File: src/rtl/seq_divider_core.sv
// seq_divider_core: multi-cycle restoring divider, one quotient bit per cycle, valid/ready in and out.
// Define DIVIDER_SIGNED_EN for two's-complement operands (magnitudes through the unsigned core).
module seq_divider_core #(
  parameter int WIDTH = 16
) (
  input  logic             clk,
  input  logic             reset,
  input  logic             start_valid,
  output logic             start_ready,
  input  logic [WIDTH-1:0] dividend,
  input  logic [WIDTH-1:0] divisor,
  output logic             result_valid,
  input  logic             result_ready,
  output logic [WIDTH-1:0] quotient,
  output logic [WIDTH-1:0] remainder,
  output logic             div_by_zero
);
  localparam int CW = $clog2(WIDTH);
  typedef enum logic [1:0] {IDLE, CALC, DONE} state_t;
  state_t state, state_next;
  logic [WIDTH-1:0] a, b, rem, q, rem_next, q_next, q_fin, r_fin;
  logic [WIDTH:0] partial, diff;
  logic [CW-1:0] cnt;
  logic ge, dz, last;
`ifdef DIVIDER_SIGNED_EN
  logic neg_q, neg_r;
`endif
  always_ff @(posedge clk)
    if (reset) state <= IDLE;
    else state <= state_next;
  // A zero divisor still spends one CALC cycle so its result lands one edge after capture.
  always_comb begin
    state_next = state;
    case (state)
      IDLE:    state_next = start_valid ? CALC : IDLE;
      CALC:    state_next = last ? DONE : CALC;
      DONE:    state_next = result_ready ? IDLE : DONE;
      default: state_next = IDLE;
    endcase
  end
  always_comb begin
    start_ready  = state == IDLE;
    result_valid = state == DONE;
  end
  always_comb begin
    last     = dz || cnt == '0;
    partial  = {rem, a[WIDTH-1]};
    diff     = partial - {1'b0, b};
    ge       = partial >= {1'b0, b};
    rem_next = ge ? diff[WIDTH-1:0] : partial[WIDTH-1:0];
    q_next   = {q[WIDTH-2:0], ge};
`ifdef DIVIDER_SIGNED_EN
    q_fin = dz ? '1 : neg_q ? -q_next : q_next;
    r_fin = neg_r ? -(dz ? a : rem_next) : (dz ? a : rem_next);
`else
    q_fin = dz ? '1 : q_next;
    r_fin = dz ? a : rem_next;
`endif
  end
  always_ff @(posedge clk)
    if (reset) begin
      quotient    <= '0;
      remainder   <= '0;
      div_by_zero <= 1'b0;
    end else begin
      if (state == IDLE && start_valid) begin
        dz  <= divisor == '0;
        cnt <= CW'(WIDTH - 1);
        rem <= '0;
        q   <= '0;
`ifdef DIVIDER_SIGNED_EN
        a     <= dividend[WIDTH-1] ? -dividend : dividend;
        b     <= divisor[WIDTH-1] ? -divisor : divisor;
        neg_q <= dividend[WIDTH-1] ^ divisor[WIDTH-1];
        neg_r <= dividend[WIDTH-1];
`else
        a <= dividend;
        b <= divisor;
`endif
      end
      if (state == CALC) begin
        a   <= a << 1;
        rem <= rem_next;
        q   <= q_next;
        cnt <= cnt - 1'b1;
        if (last) begin
          quotient    <= q_fin;
          remainder   <= r_fin;
          div_by_zero <= dz;
        end
      end
    end
endmodule

File: config.mk
export PLATFORM = sky130hd
export DESIGN_NAME = seq_divider_core
export DESIGN_NICKNAME = d
export VERILOG_FILES = /design/src/rtl/seq_divider_core.sv
export SDC_FILE = /design/constraint.sdc
export NUM_CORES = 1
export LEC_CHECK = 0
export BUFFER_PORTS_ARGS = -buffer_cell sky130_fd_sc_hd__buf_4
export CAP_MARGIN = 20
export CORE_MARGIN = 3
export CORE_UTILIZATION = 60
export CTS_CLUSTER_DIAMETER = 80
export DETAILED_ROUTE_END_ITERATION = 16
export GPL_TIMING_DRIVEN = 0
export PLACE_DENSITY = 0.86
export RECOVER_POWER = 25
export SYNTH_ARGS = -nofsm -noshare
export SYNTH_HDL_FRONTEND = slang
export SYNTH_SLANG_ARGS = --single-unit
File: constraint.sdc
create_clock -name clk -period 10.65 [get_ports clk]
set_input_delay 2.13 -clock clk [delete_from_list [all_inputs] [get_ports clk]]
set_output_delay 2.13 -clock clk [all_outputs]
set_load 0.02 [all_outputs]
==> reports/results.tsv, run 1 <==
stage	metric	value	unit
logic_synthesis	ys flop type	edfxtp_1	
cts	H-tree levels	3	
power	PwrDens	151	nW/µm²
logic_synthesis	Ys Warns	0	
min_path	worst min path class	reg2reg	
place	RePlAce Congestion	0.879	
final_layout	area of the multi-input gates	2290	µm²
worst_setup_path	Crit Path Class	in2reg	
outcome	run status	finished, final reports clean	
cts	Worst-path clk slew	0.10	ns
cts	post-CTS setup buffers	0	
floorplan	die height	99.8	µm
worst_setup_path	CP max stage cell	o21ai_4	
floorplan	Initial Utilization	0.629	
min_path	end point of the worst hold path	remainder[7]$_SDFFE_PP0P_	
logic_synthesis	Syn Nets	577	
cts	CTS Buf Count	9	
sta	fin crit period	3.70	ns
routing	Pre-Repair DR Iteration Count	5	
sta	Slew @ Worst Pin	0.846	ns
cts	Clock Latency Late Sink	0.37	ns
final_layout	Area Growth Syn to Fin	16.1	%
grt	GRT Total Usage	0.285	
sta	RSZ-0062 raised after global routing	false	
job	Max-Cap Viols	0	
cts	CTS tree	done	
sta	max-slew violations	0	
floorplan	Core Region	8380	µm²
cts	CTS Buffer Depth	2	
worst_setup_path	max incr delay on CP	0.76	ns
floorplan	# rows	33	
final_layout	Layout fillers	613	
routing	Avg Vias per Cell	6.35	
routing	vias	4536	
grt	vias in the first global route	4539	
routing	Post-Route WL	13800	µm
routing	Residual DRC	0	
sta	setup violators final	0	
worst_setup_path	Worst R2R End	remainder[15]$_SDFFE_PP0P_	
floorplan	Die ar.	9960	µm²
min_path	hold path startpoint	remainder[7]$_SDFFE_PP0P_	
final_layout	Net count, final	658	
final_layout	total area of sequential cells	2740	µm²
logic_synthesis	Post-synth EDFFs	68	
sta	WHS	0.482	ns
logic_synthesis	Netlist Area Pre-Place	5280	µm²
sta	Sum Neg Setup Slack	0	ns
logic_synthesis	#FFs+latches synth	103	
grt	first-pass GRT wire length	22300	µm
grt	GRT overflow	0	
final_layout	share of cells above drive strength 1	0.172	
sta	Max Freq	271	MHz
sta	fin crit share	0.347	
final_layout	ANT cells	0	
floorplan	IO Pins	71	
worst_setup_path	R2R Setup Slk	7.56	ns
place	Placed Instances	698	
routing	wire per inst	19.4	µm
final_layout	most frequent cells in the layout	edfxtp_1, nand2_1, buf_4, nor2_1, dfxtp_1	
worst_setup_path	critical path capture point type	flop	
routing	post-route ant nets	0	
logic_synthesis	Syn Area/Cell	10.1	µm²
cts	root buffer cell	clkbuf_8	
final_layout	Non-Filler Instances	714	
place	DPL Wire Length	10400	µm
worst_setup_path	worst-path cell chain	clkbuf_1 -> buf_1 -> o21ai_4 -> buf_12	
logic_synthesis	share of flip-flops with an asynchronous set or reset	0	
sta	final hold viol count	0	
worst_setup_path	Data required, critical path	10.72	ns
worst_setup_path	Critical Path AT	3.76	ns
logic_synthesis	Seq/Total Area, Yosys	0.520	
logic_synthesis	Synth cell types	63	
place	DP Worst Slack	6.59	ns
routing	Starting DRT DRC Count	403	
worst_setup_path	R2R Path Start	rem[2]$_SDFFCE_PN0P_	
worst_setup_path	Critical Path Start Type	input port	
grt	initial antenna violation count	0	
place	I/O Buffers	69	
final_layout	Layout Utilization	0.731	
worst_setup_path	CP max FO	29	
floorplan	Die X	99.8	µm
grt	largest net degree at the start of global routing	30	
sta	slew margin rel.	0.434	
power	Max VDD drop	0.101	mV
cts	post-CTS sizing	0	
cts	hold_buf cts	0	
worst_setup_path	worst r2r path cells	9	
sta	Clock Skew	0.0179	ns
power	Leak	2.43	nW
logic_synthesis	Post-Synthesis Cells	523	
cts	CTS sink count	103	
min_path	hold depth	2	
sta	final worst setup slack	6.95	ns
final_layout	commonest non-fill, non-tap cell in the layout	edfxtp_1	
## through the flow
stage / total power (W) / cell area, µm²
2_1_floorplan: 0.000623 / 5280
3_3_place_gp: 0.000683 / 5930
3_5_place_dp: 0.000690 / 5960
4_1_cts: 0.000921 / 6140
5_1_grt: 0.000960 / 6120
6_report: 0.000923 / 6120
## kinds of logic (layout without fill, tap and decap cells)
logic type | count (synthesis) | in the layout | synth area share
AO/OA/AOI/OAI | 147 | 147 | 0.201
XOR/XNOR | 9 | 9 | 0.0149
adder cells (fa/ha/maj) | 18 | 18 | 0.0441
buffers and inverters | 58 | 144 | 0.0479
flip-flops | 103 | 103 | 0.520
AND/OR/NAND/NOR | 188 | 188 | 0.172
## metal layers
metal,global-route usage,wire length (µm),up-vias
met5,0,0,-
met4,0.106,340,0
met3,0.0493,1160,32
met2,0.467,6790,249
met1,0.382,5530,2161
li1,-,-,2094
## flip-flops by register name, summed over array words and instances, names as in the netlist, 2 cells and up
register and count:
q 15, cnt 4, a 16, state 2
b 16, rem 16, quotient 16, remainder 16
## cell type report
type | instances | share of cell area
buffer | 29 | 0.0235
multi-input combinational | 362 | 0.374
clock inverter | 7 | 0.0100
clock buffer | 9 | 0.0202
inverter | 29 | 0.0178
sequential | 103 | 0.448
tap | 105 | 0.0215
timing repair buffer | 70 | 0.0848
## worst max-delay path: cells and delay by family
family | cells | cell delay (ns)
buf+inv | 3 | 0.85
compound gates | 1 | 0.76
## power breakdown
| group | total (W) | switching (W) | internal, W |
|---|---|---|---|
| clock network | 0.000238 | 0.000148 | 0.0000902 |
| logic | 0.000207 | 0.000129 | 0.0000789 |
| registers | 0.000477 | 0.0000169 | 0.000460 |
## worst max-delay path by stage
stage	cells past startpoint	startpoint	slack, ns	to
after detailed placement	4	reset	6.59	a[5]$_DFFE_PP_
after floorplan	3	reset	3.96	a[0]$_SDFFCE_PP0P_
after global placement	3	reset	2.16	a[4]$_DFFE_PP_
after CTS	4	reset	6.99	cnt[2]$_SDFFCE_PN1P_
final	4	reset	6.95	cnt[3]$_SDFFCE_PN1P_
after global routing	4	reset	6.84	rem[2]$_SDFFCE_PN0P_
## cells in the mapped netlist (all sizes together) (3+ instances only)
cell type	count	area (µm²)
clkbuf	21	78.8
inv	27	101
edfxtp	68	2040
nand2	64	243
buf	8	65.1
o21a	10	75.1
and3	9	56.3
nand3	16	80.1
nand2b	6	37.5
a211oi	32	260
dfxtp	35	701
o22ai	15	93.8
a21o	7	52.6
or3	4	25.0
nor2b	3	18.8
a21boi	3	26.3
a21oi	24	135
and2	17	106
nor3	13	65.1
o21ai	17	85.1
a31oi	6	37.5
ha	17	213
o41ai	5	58.8
nor2	40	153
a31o	3	26.3
a211o	4	35.0
o31ai	8	60.1
nand4	4	31.3
xnor2	7	61.3
nor4	5	31.3
No activity file was read; power rests on OpenSTA's default activity.
==> run 2: changes to the inputs <==
--- a/config.mk
+++ b/config.mk
@@ -5,14 +5,15 @@
 export SDC_FILE = /design/constraint.sdc
 export NUM_CORES = 1
 export LEC_CHECK = 0
+export ABC_AREA = 1
 export BUFFER_PORTS_ARGS = -buffer_cell sky130_fd_sc_hd__buf_4
 export CAP_MARGIN = 20
 export CORE_MARGIN = 3
-export CORE_UTILIZATION = 60
+export CORE_UTILIZATION = 52
 export CTS_CLUSTER_DIAMETER = 80
 export DETAILED_ROUTE_END_ITERATION = 16
 export GPL_TIMING_DRIVEN = 0
-export PLACE_DENSITY = 0.86
+export PLACE_DENSITY = 0.79
 export RECOVER_POWER = 25
 export SYNTH_ARGS = -nofsm -noshare
 export SYNTH_HDL_FRONTEND = slang
==> constraint.sdc (replaced) <==
create_clock -name clk -period 3.3 [get_ports clk]
set_input_delay 0.66 -clock clk [delete_from_list [all_inputs] [get_ports clk]]
set_output_delay 0.66 -clock clk [all_outputs]
set_load 0.02 [all_outputs]
==> run 2 against run 1 <==
  * Core utilization fell by 11 points
  * Critical endpoint is now remainder[10]$_SDFFE_PP0P_
  * Critical path type is now reg2reg
  * Final cell count is 20% higher
  * Clock skew increased by 0.0049 ns
==> reports/results.tsv, run 2 <==
stage	metric	value	unit
worst_setup_path	Worst path most repeated cell	nand2_1	
logic_synthesis	count leader, synth	nand2_1	
logic_synthesis	share of flip-flops with an asynchronous set or reset	0	
sta	Max Freq	424	MHz
logic_synthesis	Netlist Area Pre-Place	5380	µm²
power	sw power	0.000932	W
routing	Residual DRC	0	
logic_synthesis	commonest cells in the netlist	nand2_1, inv_1, a21oi_1	
routing	Pre-Repair DR Iteration Count	6	
place	I/O Buffers	69	
logic_synthesis	Syn Nets	691	
min_path	worst min path class	reg2reg	
place	DPL Wire Length	9640	µm
floorplan	Die X	108	µm
grt	largest net degree at the start of global routing	42	
sta	Clock Skew	0.0228	ns
cts	post-CTS setup buffers	0	
sta	max-slew violations	0	
cts	CTS Buf Count	9	
cts	Clock Latency Late Sink	0.38	ns
sta	final hold viol count	0	
floorplan	Initial Utilization	0.542	
worst_setup_path	CP max stage cell	edfxtp_1	
logic_synthesis	Synth cell types	34	
cts	root buffer cell	clkbuf_8	
logic_synthesis	Ys Warns	0	
logic_synthesis	post-synth top area share	0.380	
grt	GRT overflow	0	
floorplan	Die ar.	11600	µm²
floorplan	# rows	36	
power	Leak	2.75	nW
worst_setup_path	crit path buf inv count	2	
worst_setup_path	R2R Path Start	a[15]$_DFFE_PP_	
worst_setup_path	critical path capture point type	flop	
power	sequential cell fraction of total power	0.515	
power	internal power	0.00203	W
logic_synthesis	Post-Synthesis Cells	637	
cts	hold_buf cts	0	
cts	Worst-path clk slew	0.11	ns
worst_setup_path	Critical Path Start Type	flop	
floorplan	IO Pins	71	
logic_synthesis	ys flop type	edfxtp_1	
min_path	hold path startpoint	quotient[14]$_SDFFE_PP0P_	
worst_setup_path	max incr delay on CP	0.43	ns
final_layout	Final Cell Area	6180	µm²
worst_setup_path	Crit Path Class	reg2reg	
worst_setup_path	CP max FO	3	
place	RePlAce Congestion	0.909	
floorplan	Core Region	9910	µm²
final_layout	share of cells above drive strength 1	0.148	
cts	CTS tree	done	
worst_setup_path	Crit. Startpoint	a[15]$_DFFE_PP_	
cts	CTS Buffer Depth	2	
outcome	run status	finished, final reports clean	
routing	vias	4498	
place	Placed Area	6090	µm²
cts	H-tree levels	3	
cts	CTS sink count	103	
routing	Avg Vias per Cell	5.25	
power	clock share of power	0.272	
grt	first-pass GRT wire length	20200	µm
worst_setup_path	worst-path cell chain	inv_1 -> ha_1 -> inv_1 -> fa_1 -> nand2_1 -> nand2_1 -> nand3b_1 -> nand2_1 -> nand2_1 -> nand2_1 -> nand2_1 -> nand2_1 -> nand2_4 -> nand3_2 -> nand2_1 -> a21oi_1	
final_layout	Area Growth Syn to Fin	15.0	%
power	Max VDD drop	0.344	mV
logic_synthesis	post-synth top area cell	edfxtp_1	
logic_synthesis	Post-synth EDFFs	68	
logic_synthesis	synth top area cells	edfxtp_1, dfxtp_1, nand2_1	
sta	fin crit period	2.36	ns
routing	post-route ant nets	0	
final_layout	Net count, final	773	
routing	Starting DRT DRC Count	346	
logic_synthesis	Syn Area/Cell	8.44	µm²
sta	slew margin rel.	0.599	
routing	wire per inst	14.6	µm
final_layout	most frequent cells in the layout	nand2_1, inv_1, a21oi_1, edfxtp_1, clkbuf_1	
logic_synthesis	#FFs+latches synth	103	
worst_setup_path	Critical Path AT	2.59	ns
worst_setup_path	Data required, critical path	3.54	ns
cts	post-CTS sizing	0	
logic_synthesis	Seq/Total Area, Yosys	0.510	
job	Max-Cap Viols	0	
power	Sw Share	0.315	
grt	GRT Total Usage	0.222	
sta	fin crit share	0.714	
sta	RSZ-0062 raised after global routing	false	
floorplan	die height	108	µm
final_layout	Layout Utilization	0.624	
sta	Slew @ Worst Pin	0.601	ns
power	Gate power share	0.213	
grt	vias in the first global route	4285	
power	PwrDens	479	nW/µm²
routing	Post-Route WL	12500	µm
grt	initial antenna violation count	0	
final_layout	ANT cells	0	
final_layout	commonest non-fill, non-tap cell in the layout	nand2_1	
sta	setup violators final	0	
worst_setup_path	CP top delay family	simple AND/OR/NAND/NOR gates	
-- run 2: area by class of cell --
type | instances | area (µm²)
fillers | 885 | 3730
multi-input cells | 410 | 2140
inverters | 100 | 375
clock inverters | 5 | 48.8
repair buffers | 71 | 437
well taps | 133 | 166
clock buffers | 11 | 151
plain buffers | 24 | 115
flip-flops and latches | 103 | 2740
-- run 2: tightest hold or removal path, cell delays in order (launching register included) --
cell,delay (ns)
dfxtp_1,0.33
nand2_1,0.06
a21oi_1,0.06
-- run 2: worst paths after layout --
path,end,slack (ns),depth (start not counted)
min reg2reg,quotient[14]$_SDFFE_PP0P_,0.47,2
min,quotient[14]$_SDFFE_PP0P_,0.47,2
max,remainder[10]$_SDFFE_PP0P_,0.94,16
max reg2reg,remainder[10]$_SDFFE_PP0P_,0.94,16
-- run 2: per-layer routing --
layer | global-route usage | share of wire
met4 | 0.0595 | 0.019
met5 | 0 | 0
met2 | 0.368 | 0.49
met1 | 0.296 | 0.44
met3 | 0.0456 | 0.056
-- run 2: power groups by stage --
stage	logic (W)	registers, W	clock network, W
3_5_place_dp	0.000639	0.00155	0
2_1_floorplan	0.000434	0.00156	0
3_3_place_gp	0.000615	0.00155	0
6_report	0.000631	0.00152	0.000804
4_1_cts	0.000641	0.00152	0.000810
5_1_grt	0.000711	0.00153	0.000865
-- run 2: kinds of logic after synthesis --
| group | Yosys count | share of synthesized area |
|---|---|---|
| flops | 103 | 0.510 |
| compound gates | 115 | 0.113 |
| fa+ha+maj | 18 | 0.0433 |
| simple gates | 270 | 0.231 |
| buf+inv | 124 | 0.0912 |
| xor+xnor | 7 | 0.0114 |
-- run 2: metrics by stage --
| stage | total power (W) | instances | hold slack (ns) | setup TNS [ns] | setup WS, ns |
|---|---|---|---|---|---|
| 2_1_floorplan | 0.00199 | 637 | 0.490 | 0 | 0.00542 |
| 3_3_place_gp | 0.00217 | 839 | 0.454 | -36.44 | -0.718 |
| 3_5_place_dp | 0.00219 | 841 | 0.463 | 0 | 0.982 |
| 4_1_cts | 0.00297 | 857 | 0.455 | 0 | 0.983 |
| 5_1_grt | 0.00311 | 857 | 0.468 | 0 | 0.796 |
| 6_report | 0.00296 | 857 | 0.473 | 0 | 0.944 |
